===== src/rtl/psr_pkg.sv =====
// rtl/psr_pkg.sv - shared types and defaults for the serial-to-parallel receiver
package psr_pkg;

    typedef enum logic {
        HUNT  = 1'b0,
        SHIFT = 1'b1
    } psr_state_t;

    localparam int PSR_WIDTH_DEFAULT = 8;

endpackage


===== src/rtl/psr_out_buf.sv =====
// rtl/psr_out_buf.sv - word holding register with valid/ready handshake and overrun detection
module psr_out_buf
    import psr_pkg::*;
#(
    parameter int WIDTH = PSR_WIDTH_DEFAULT
) (
    input  logic             clk,
    input  logic             rst,
    input  logic             load,
    input  logic [WIDTH-1:0] load_data,
    output logic [WIDTH-1:0] data,
    output logic             valid,
    input  logic             ready,
    output logic             overrun
);

    // A new word may enter when the slot is empty or being consumed this edge;
    // otherwise it is dropped and the held word stays untouched.
    always_ff @(posedge clk) begin
        if (rst) begin
            data    <= '0;
            valid   <= 1'b0;
            overrun <= 1'b0;
        end else begin
            overrun <= 1'b0;
            if (load) begin
                if (!valid || ready) begin
                    data  <= load_data;
                    valid <= 1'b1;
                end else begin
                    overrun <= 1'b1;
                end
            end else if (valid && ready) begin
                valid <= 1'b0;
            end
        end
    end

endmodule


===== src/rtl/psr_deser.sv =====
// rtl/psr_deser.sv - framed serial receiver assembling WIDTH-bit words
module psr_deser
    import psr_pkg::*;
#(
    parameter int WIDTH     = PSR_WIDTH_DEFAULT,
    parameter bit MSB_FIRST = 1'b1
) (
    input  logic             clk,
    input  logic             rst,
    input  logic             sin,
    input  logic             sin_valid,
    input  logic             sin_sof,
    output logic [WIDTH-1:0] pout,
    output logic             pout_valid,
    input  logic             pout_ready,
    output logic             overrun,
    output logic             frame_err
);

    localparam int CW = $clog2(WIDTH);
    localparam logic [CW-1:0] LAST_BIT = CW'(WIDTH - 1);

    psr_state_t       state;
    psr_state_t       next_state;
    logic [CW-1:0]    bit_cnt;
    logic [WIDTH-1:0] shreg;
    logic [WIDTH-1:0] shifted;
    logic [WIDTH-1:0] first_word;
    logic             start;
    logic             advance;
    logic             complete;
    logic             restart_err;

    // Shift direction decides which end of the word the first bit ends up in.
    always_comb begin
        shifted    = '0;
        first_word = '0;
        if (MSB_FIRST) begin
            shifted    = {shreg[WIDTH-2:0], sin};
            first_word = {{(WIDTH-1){1'b0}}, sin};
        end else begin
            shifted    = {sin, shreg[WIDTH-1:1]};
            first_word = {sin, {(WIDTH-1){1'b0}}};
        end
    end

    // State register.
    always_ff @(posedge clk) begin
        if (rst) begin
            state <= HUNT;
        end else begin
            state <= next_state;
        end
    end

    // Next state and datapath controls; SOF always takes priority over completion.
    always_comb begin
        next_state  = state;
        start       = 1'b0;
        advance     = 1'b0;
        complete    = 1'b0;
        restart_err = 1'b0;
        case (state)
            HUNT: begin
                if (sin_valid && sin_sof) begin
                    start      = 1'b1;
                    next_state = SHIFT;
                end
            end
            SHIFT: begin
                if (sin_valid) begin
                    if (sin_sof) begin
                        start       = 1'b1;
                        restart_err = 1'b1;
                    end else if (bit_cnt == LAST_BIT) begin
                        complete   = 1'b1;
                        next_state = HUNT;
                    end else begin
                        advance = 1'b1;
                    end
                end
            end
            default: next_state = HUNT;
        endcase
    end

    // Shift register, bit counter and the registered framing-error pulse.
    always_ff @(posedge clk) begin
        if (rst) begin
            shreg     <= '0;
            bit_cnt   <= '0;
            frame_err <= 1'b0;
        end else begin
            frame_err <= restart_err;
            if (start) begin
                shreg   <= first_word;
                bit_cnt <= CW'(1);
            end else if (advance) begin
                shreg   <= shifted;
                bit_cnt <= bit_cnt + CW'(1);
            end else if (complete) begin
                shreg   <= '0;
                bit_cnt <= '0;
            end
        end
    end

    psr_out_buf #(
        .WIDTH(WIDTH)
    ) u_out_buf (
        .clk      (clk),
        .rst      (rst),
        .load     (complete),
        .load_data(shifted),
        .data     (pout),
        .valid    (pout_valid),
        .ready    (pout_ready),
        .overrun  (overrun)
    );

endmodule


===== config.mk =====
export PLATFORM = sky130hd
export DESIGN_NAME = psr_deser
export DESIGN_NICKNAME = d
export VERILOG_FILES = /design/src/rtl/psr_pkg.sv /design/src/rtl/psr_out_buf.sv /design/src/rtl/psr_deser.sv
export SDC_FILE = /design/constraint.sdc
export NUM_CORES = 1
export LEC_CHECK = 0
export ABC_CLOCK_PERIOD_IN_PS = 2300
export CELL_PAD_IN_SITES_DETAIL_PLACEMENT = 1
export CELL_PAD_IN_SITES_GLOBAL_PLACEMENT = 2
export CORE_MARGIN = 8
export CORE_UTILIZATION = 32
export CTS_CLUSTER_DIAMETER = 60
export DETAILED_ROUTE_END_ITERATION = 6
export PLACE_DENSITY_LB_ADDON = 0.1
export RECOVER_POWER = 25
export SYNTH_ARGS = -nofsm -noshare
export SYNTH_HDL_FRONTEND = slang
export SYNTH_SLANG_ARGS = --single-unit

===== constraint.sdc =====
create_clock -name clk -period 2.3 [get_ports clk]
set_clock_uncertainty 0.15 [all_clocks]
set_input_delay 0.345 -clock clk [delete_from_list [all_inputs] [get_ports clk]]
set_output_delay 0.345 -clock clk [all_outputs]
set_load 0.005 [all_outputs]

* Yosys cells after proc, flatten, opt, wreduce, memory -nomap -nowiden
Cells that the tools add are included.
Operators by class: add/sub/neg operators 1, bitwise logic cells 2, equal/unequal tests 2, multiplexer cells 25, reduce and logical (&&, ||, !) cells 12
Operator list (count):
- two-way mux 1 bit | 19
- two-way mux 7 bit | 2
- two-way mux 3 bit | 2
- OR reduction 2 bit | 3
- case mux 1 bit (2 select lines) | 2
- AND reduction 2 bit | 2
- nonzero test 2 bit | 2
- adder 3 x 1 -> 3 bit (second input constant) | 1
- equality test 3 bit (second input constant) | 1
- nonzero test 3 bit | 1
- logical AND 1 bit | 2
- != test 2 x 1 -> 1 bit (second input constant) | 1
- inverter 1 bit | 2
- logical NOT 1 bit | 1
- logical OR 1 bit | 1
Word-level totals: register bits after elaboration 22, input port bits 6, output and inout port bits 11

* Longest topological paths before layout
word-level depth 8, mapped depth 6

* Modules after synthesis
A second synthesis with hierarchy kept.
Second synthesis, totals: cell total of the unflattened synthesis 89, area total of the unflattened synthesis 905.9 um^2
By module, submodules not included:
- psr_deser | area an instance 469.2 um^2, cells an instance 48, seq. area each 240.2 um^2, instances 1
- psr_out_buf | area an instance 436.7 um^2, cells an instance 41, seq. area each 200.2 um^2, instances 1

* Least setup slack after synthesis
OpenSTA, ideal clock, no wires.
kind input to register, start point in sin_valid, end point reg u_out_buf.data[0], arrival time 1.235 ns, stages 6, library setup time 0.072 ns, buffers on the path 3, required time 2.078 ns, setup slack 0.843 ns, cells stage by stage buf_2 > and3b_1 > buf_6 > and3_4 > buf_6 > mux2i_1
Between the ends: longest elaborated chain between the ends 3
Ends and longest elaborated chain:
- from (decl) | line psr_deser.sv:11 | input logic sin_valid,
- two-way mux 1 bit | line psr_deser.sv:71 | if (sin_valid) begin
- two-way mux 1 bit | line psr_deser.sv:63 | case (state)
- AND reduction 2 bit (no source line)
- to (signal assigned) | line psr_out_buf.sv:28 | data <= load_data;
- to (decl) | line psr_out_buf.sv:11 | output logic [WIDTH-1:0] data,
No other way between the ends. A chain may end at the register's enable or synchronous reset.

* Final worst setup path
Ends and elaborated chain as after synthesis.

==> impl_table.tex <==
\begin{tabular}{lr}
\hline
Metric & Value \\
\hline
\multicolumn{2}{l}{\textbf{Pwr}} \\
Internal Power & 0.000501 W \\
Part of the total power dissipated in combinational logic & 6.0\% \\
Max IR drop VDD & 284 uV \\
PD cells & 569 nW/um\^{}2 \\
Clock power share & 33.2\% \\
Switching component of the power & 0.000139 W \\
Static leakage & 0.375 nW \\
Reg power frac & 60.8\% \\
Switching fraction of total power & 21.7\% \\
\multicolumn{2}{l}{\textbf{Min path}} \\
Worst hold-check path type & reg -> reg \\
\multicolumn{2}{l}{\textbf{Global route}} \\
Antenna violations before repair & 0 \\
First-pass GRT wire length & 3.50 mm \\
Pin count of the biggest net entering global routing & 14 \\
GRT Residual Overflow & 0 \\
Vias in the first global route & 760 \\
Total Routing Usage GR & 8.49\% \\
\multicolumn{2}{l}{\textbf{Synth}} \\
Synthesized net count & 108 \\
Average cell area after synthesis & 9.22 um\^{}2 \\
Instance count of the mapped netlist & 100 \\
Register area share after synthesis & 47.8\% \\
Yosys warnings & 0 \\
Top FF cell, synth & dfxtp\_1 \\
Count of cell types in the netlist & 22 \\
Flip-flop and latch count after synthesis & 22 \\
Number of enable flip-flop cells after synthesis & 0 \\
Proportion of register bits with asynchronous set or reset after synthesis & 0\% \\
Synth Cell Area & 922 um\^{}2 \\
\multicolumn{2}{l}{\textbf{Timing}} \\
Worst slew margin relative to its limit & 67.6\% \\
Worst-margin pin slew & 0.486 ns \\
Worst hold slack & 0.319 ns \\
RSZ-0062 raised after global routing & false \\
Final critical-path required period & 1.84 ns \\
Number of slew-limit violations in the final report & 0 \\
Fmax achieved & 545 MHz \\
Portion of the clock cycle consumed by the worst path in the final layout & 79.8\% \\
Final worst-path setup slack & 0.464 ns \\
Final hold vios & 0 \\
\# setup viols final & 0 \\
Sum of negative setup slack & 0 ns \\
\multicolumn{2}{l}{\textbf{Critical path}} \\
Register-to-Register Path Depth & 4 \\
Capturing element of the worst setup path & u\_out\_buf.data[0]\$\_SDFFE\_PP0P\_ \\
Reg2Reg Launch Point & bit\_cnt[0]\$\_SDFFE\_PP0P\_ \\
Setup slack of the worst register-to-register path & 0.57 ns \\
Critical Path RT & 2.39 ns \\
Critical register-to-register path endpoint & u\_out\_buf.data[0]\$\_SDFFE\_PP0P\_ \\
Endpoint type of the worst setup path & flip-flop \\
Critical path data arrival time & 1.92 ns \\
Startpoint Class & input port \\
Critical-path maximum fanout & 8 \\
Class of the most critical setup path & in -> reg \\
Crit. Startpoint & sin\_valid \\
\multicolumn{2}{l}{\textbf{Placed design}} \\
Final GP Congestion & 0.680 \\
Input/output buffers & 16 \\
Sum of net half-perimeters after detailed placement & 1.49 mm \\
Worst slack after detailed placement & 0.410 ns \\
\multicolumn{2}{l}{\textbf{Drt}} \\
Iter 0 DRT Violations & 34 \\
Aggregate routed wire length & 1.95 mm \\
Antenna Nets Post-Route & 0 \\
Detailed-router iteration count before antenna repair & 4 \\
Number of remaining DRC errors & 0 \\
Via-per-instance ratio & 4.80 \\
Post-detailed-route wirelength per cell & 13.3 um \\
Vias after detailed routing & 705 \\
\multicolumn{2}{l}{\textbf{Job}} \\
MaxCap Viol Count & 0 \\
\multicolumn{2}{l}{\textbf{Floorplanning}} \\
Io pins & 17 \\
X dimension of the die & 69.7 um \\
Full die area & 4860 um\^{}2 \\
Area inside the core boundary & 2760 um\^{}2 \\
Row cnt & 19 \\
Height of the chip & 69.7 um \\
Starting density of the core & 33.4\% \\
\multicolumn{2}{l}{\textbf{Clock tree}} \\
Resized Gates After CTS & 0 \\
Buffers inserted by post-CTS timing repair & 0 \\
Cts hold-fix bufs & 0 \\
Number of buffers inserted during clock tree synthesis & 3 \\
Maximum root-to-sink buffer count & 2 \\
Number of sinks driven by the clock tree & 22 \\
Worst skew pair latency & 0.30 ns \\
Total number of H-tree levels & 1 \\
Clock-pin slew reported for the worst setup and hold paths after clock tree synthesis & 0.12 ns \\
CTS root buf & clkbuf\_4 \\
Clock tree from TritonCTS & built \\
\multicolumn{2}{l}{\textbf{Finish}} \\
Post-layout net count & 125 \\
Most frequent standard cell in the layout excluding fill and tap cells & dfxtp\_1 \\
Area overhead of the layout relative to synthesis & 22.0\% \\
Commonest non-fill, non-tap cells in the layout & dfxtp\_1 (22), nand2b\_1 (17), clkdlybuf4s50\_1 (15) \\
Layout cells sized above 1 & 4.31\% \\
Count of antenna diodes in the layout & 0 \\
\multicolumn{2}{l}{\textbf{Status}} \\
Status & completed \\
\hline
\end{tabular}
## flip-flops by register name, summed over array words and instances, names as in the netlist
register and flops:
frame_err 1, bit_cnt 3, state 1, u_out_buf.valid 1, u_out_buf.overrun 1, shreg 7, u_out_buf.data 8
## how the worst min path moves through the flow
stage | start | cells past startpoint | slack, ns | endpoint
2_1_floorplan | shreg[6]$_SDFFE_PP0P_ | 2 | 0.28 | shreg[6]$_SDFFE_PP0P_
3_3_place_gp | bit_cnt[1]$_SDFFE_PP0P_ | 2 | 0.30 | bit_cnt[1]$_SDFFE_PP0P_
3_5_place_dp | shreg[6]$_SDFFE_PP0P_ | 2 | 0.30 | shreg[6]$_SDFFE_PP0P_
4_1_cts | shreg[6]$_SDFFE_PP0P_ | 2 | 0.32 | shreg[6]$_SDFFE_PP0P_
5_1_grt | bit_cnt[1]$_SDFFE_PP0P_ | 2 | 0.34 | bit_cnt[1]$_SDFFE_PP0P_
6_report | shreg[6]$_SDFFE_PP0P_ | 2 | 0.32 | shreg[6]$_SDFFE_PP0P_
## routing by layer
metal  GRT usage, %  up-vias  wire, um
met3           3.00        2        91
li1               -      365         -
met5              0        -         0
met1           9.96      328       947
met4           2.68        0        15
met2           14.0       10       897
## kinds of logic (layout without fill, tap and decap cells)
logic type / count (synthesis) / in the layout / share of synthesized area, %
AOI/OAI and AO/OA: 15 / 15 / 9.09
buffers and inverters: 8 / 24 / 5.02
adders and majority gates: 2 / 2 / 2.71
and+or+nand+nor: 45 / 45 / 26.7
muxes: 8 / 8 / 8.68
DFF: 22 / 22 / 47.8
## stage by stage
stage | power (W) | cells | util, % | instance area (um^2)
floorplan | 0.000421 | 100 | - | 922
global placement | 0.000437 | 143 | 39.8 | 1100
detailed placement | 0.000437 | 143 | 39.8 | 1100
CTS | 0.000659 | 147 | 41.1 | 1130
global route | 0.000681 | 147 | 40.8 | 1120
finish | 0.000640 | 147 | 40.8 | 1120
## layout make-up
| cell class | count | area [um^2] |
|---|---|---|
| clock buffers | 4 | 36.3 |
| fillers | 321 | 1630 |
| flip-flops and latches | 22 | 440 |
| repair buffers | 18 | 171 |
| inverters | 2 | 7.51 |
| multi-input cells | 70 | 430 |
| well taps | 31 | 38.8 |
## synthesized netlist by cell type (2+ instances only)
| cell type | number | area share (%) |
|---|---|---|
| nand2b_1 | 17 | 12 |
| mux2i_1 | 8 | 8.7 |
| nand3_1 | 8 | 4.3 |
| nor3b_1 | 2 | 1.6 |
| clkbuf_1 | 3 | 1.2 |
| a21oi_1 | 11 | 6.0 |
| nand2_1 | 13 | 5.3 |
| dfxtp_1 | 22 | 48 |
| buf_6 | 2 | 2.4 |
| ha_1 | 2 | 2.7 |
## critical path, stage by stage
cell and delay [ns]:
dlygate4sd3_1 0.66, and3b_1 0.21, and3_1 0.47, mux2i_1 0.24
## power by group through the flow
| stage | clock network [W] | logic [W] | registers (W) |
|---|---|---|---|
| finish | 0.000212 | 0.0000386 | 0.000389 |
| global route | 0.000248 | 0.0000428 | 0.000390 |
| CTS | 0.000229 | 0.0000402 | 0.000389 |
| detailed placement | 0 | 0.0000401 | 0.000397 |
| global placement | 0 | 0.0000397 | 0.000397 |
| floorplan | 0 | 0.0000244 | 0.000396 |
(Power assumes the default switching activity.)
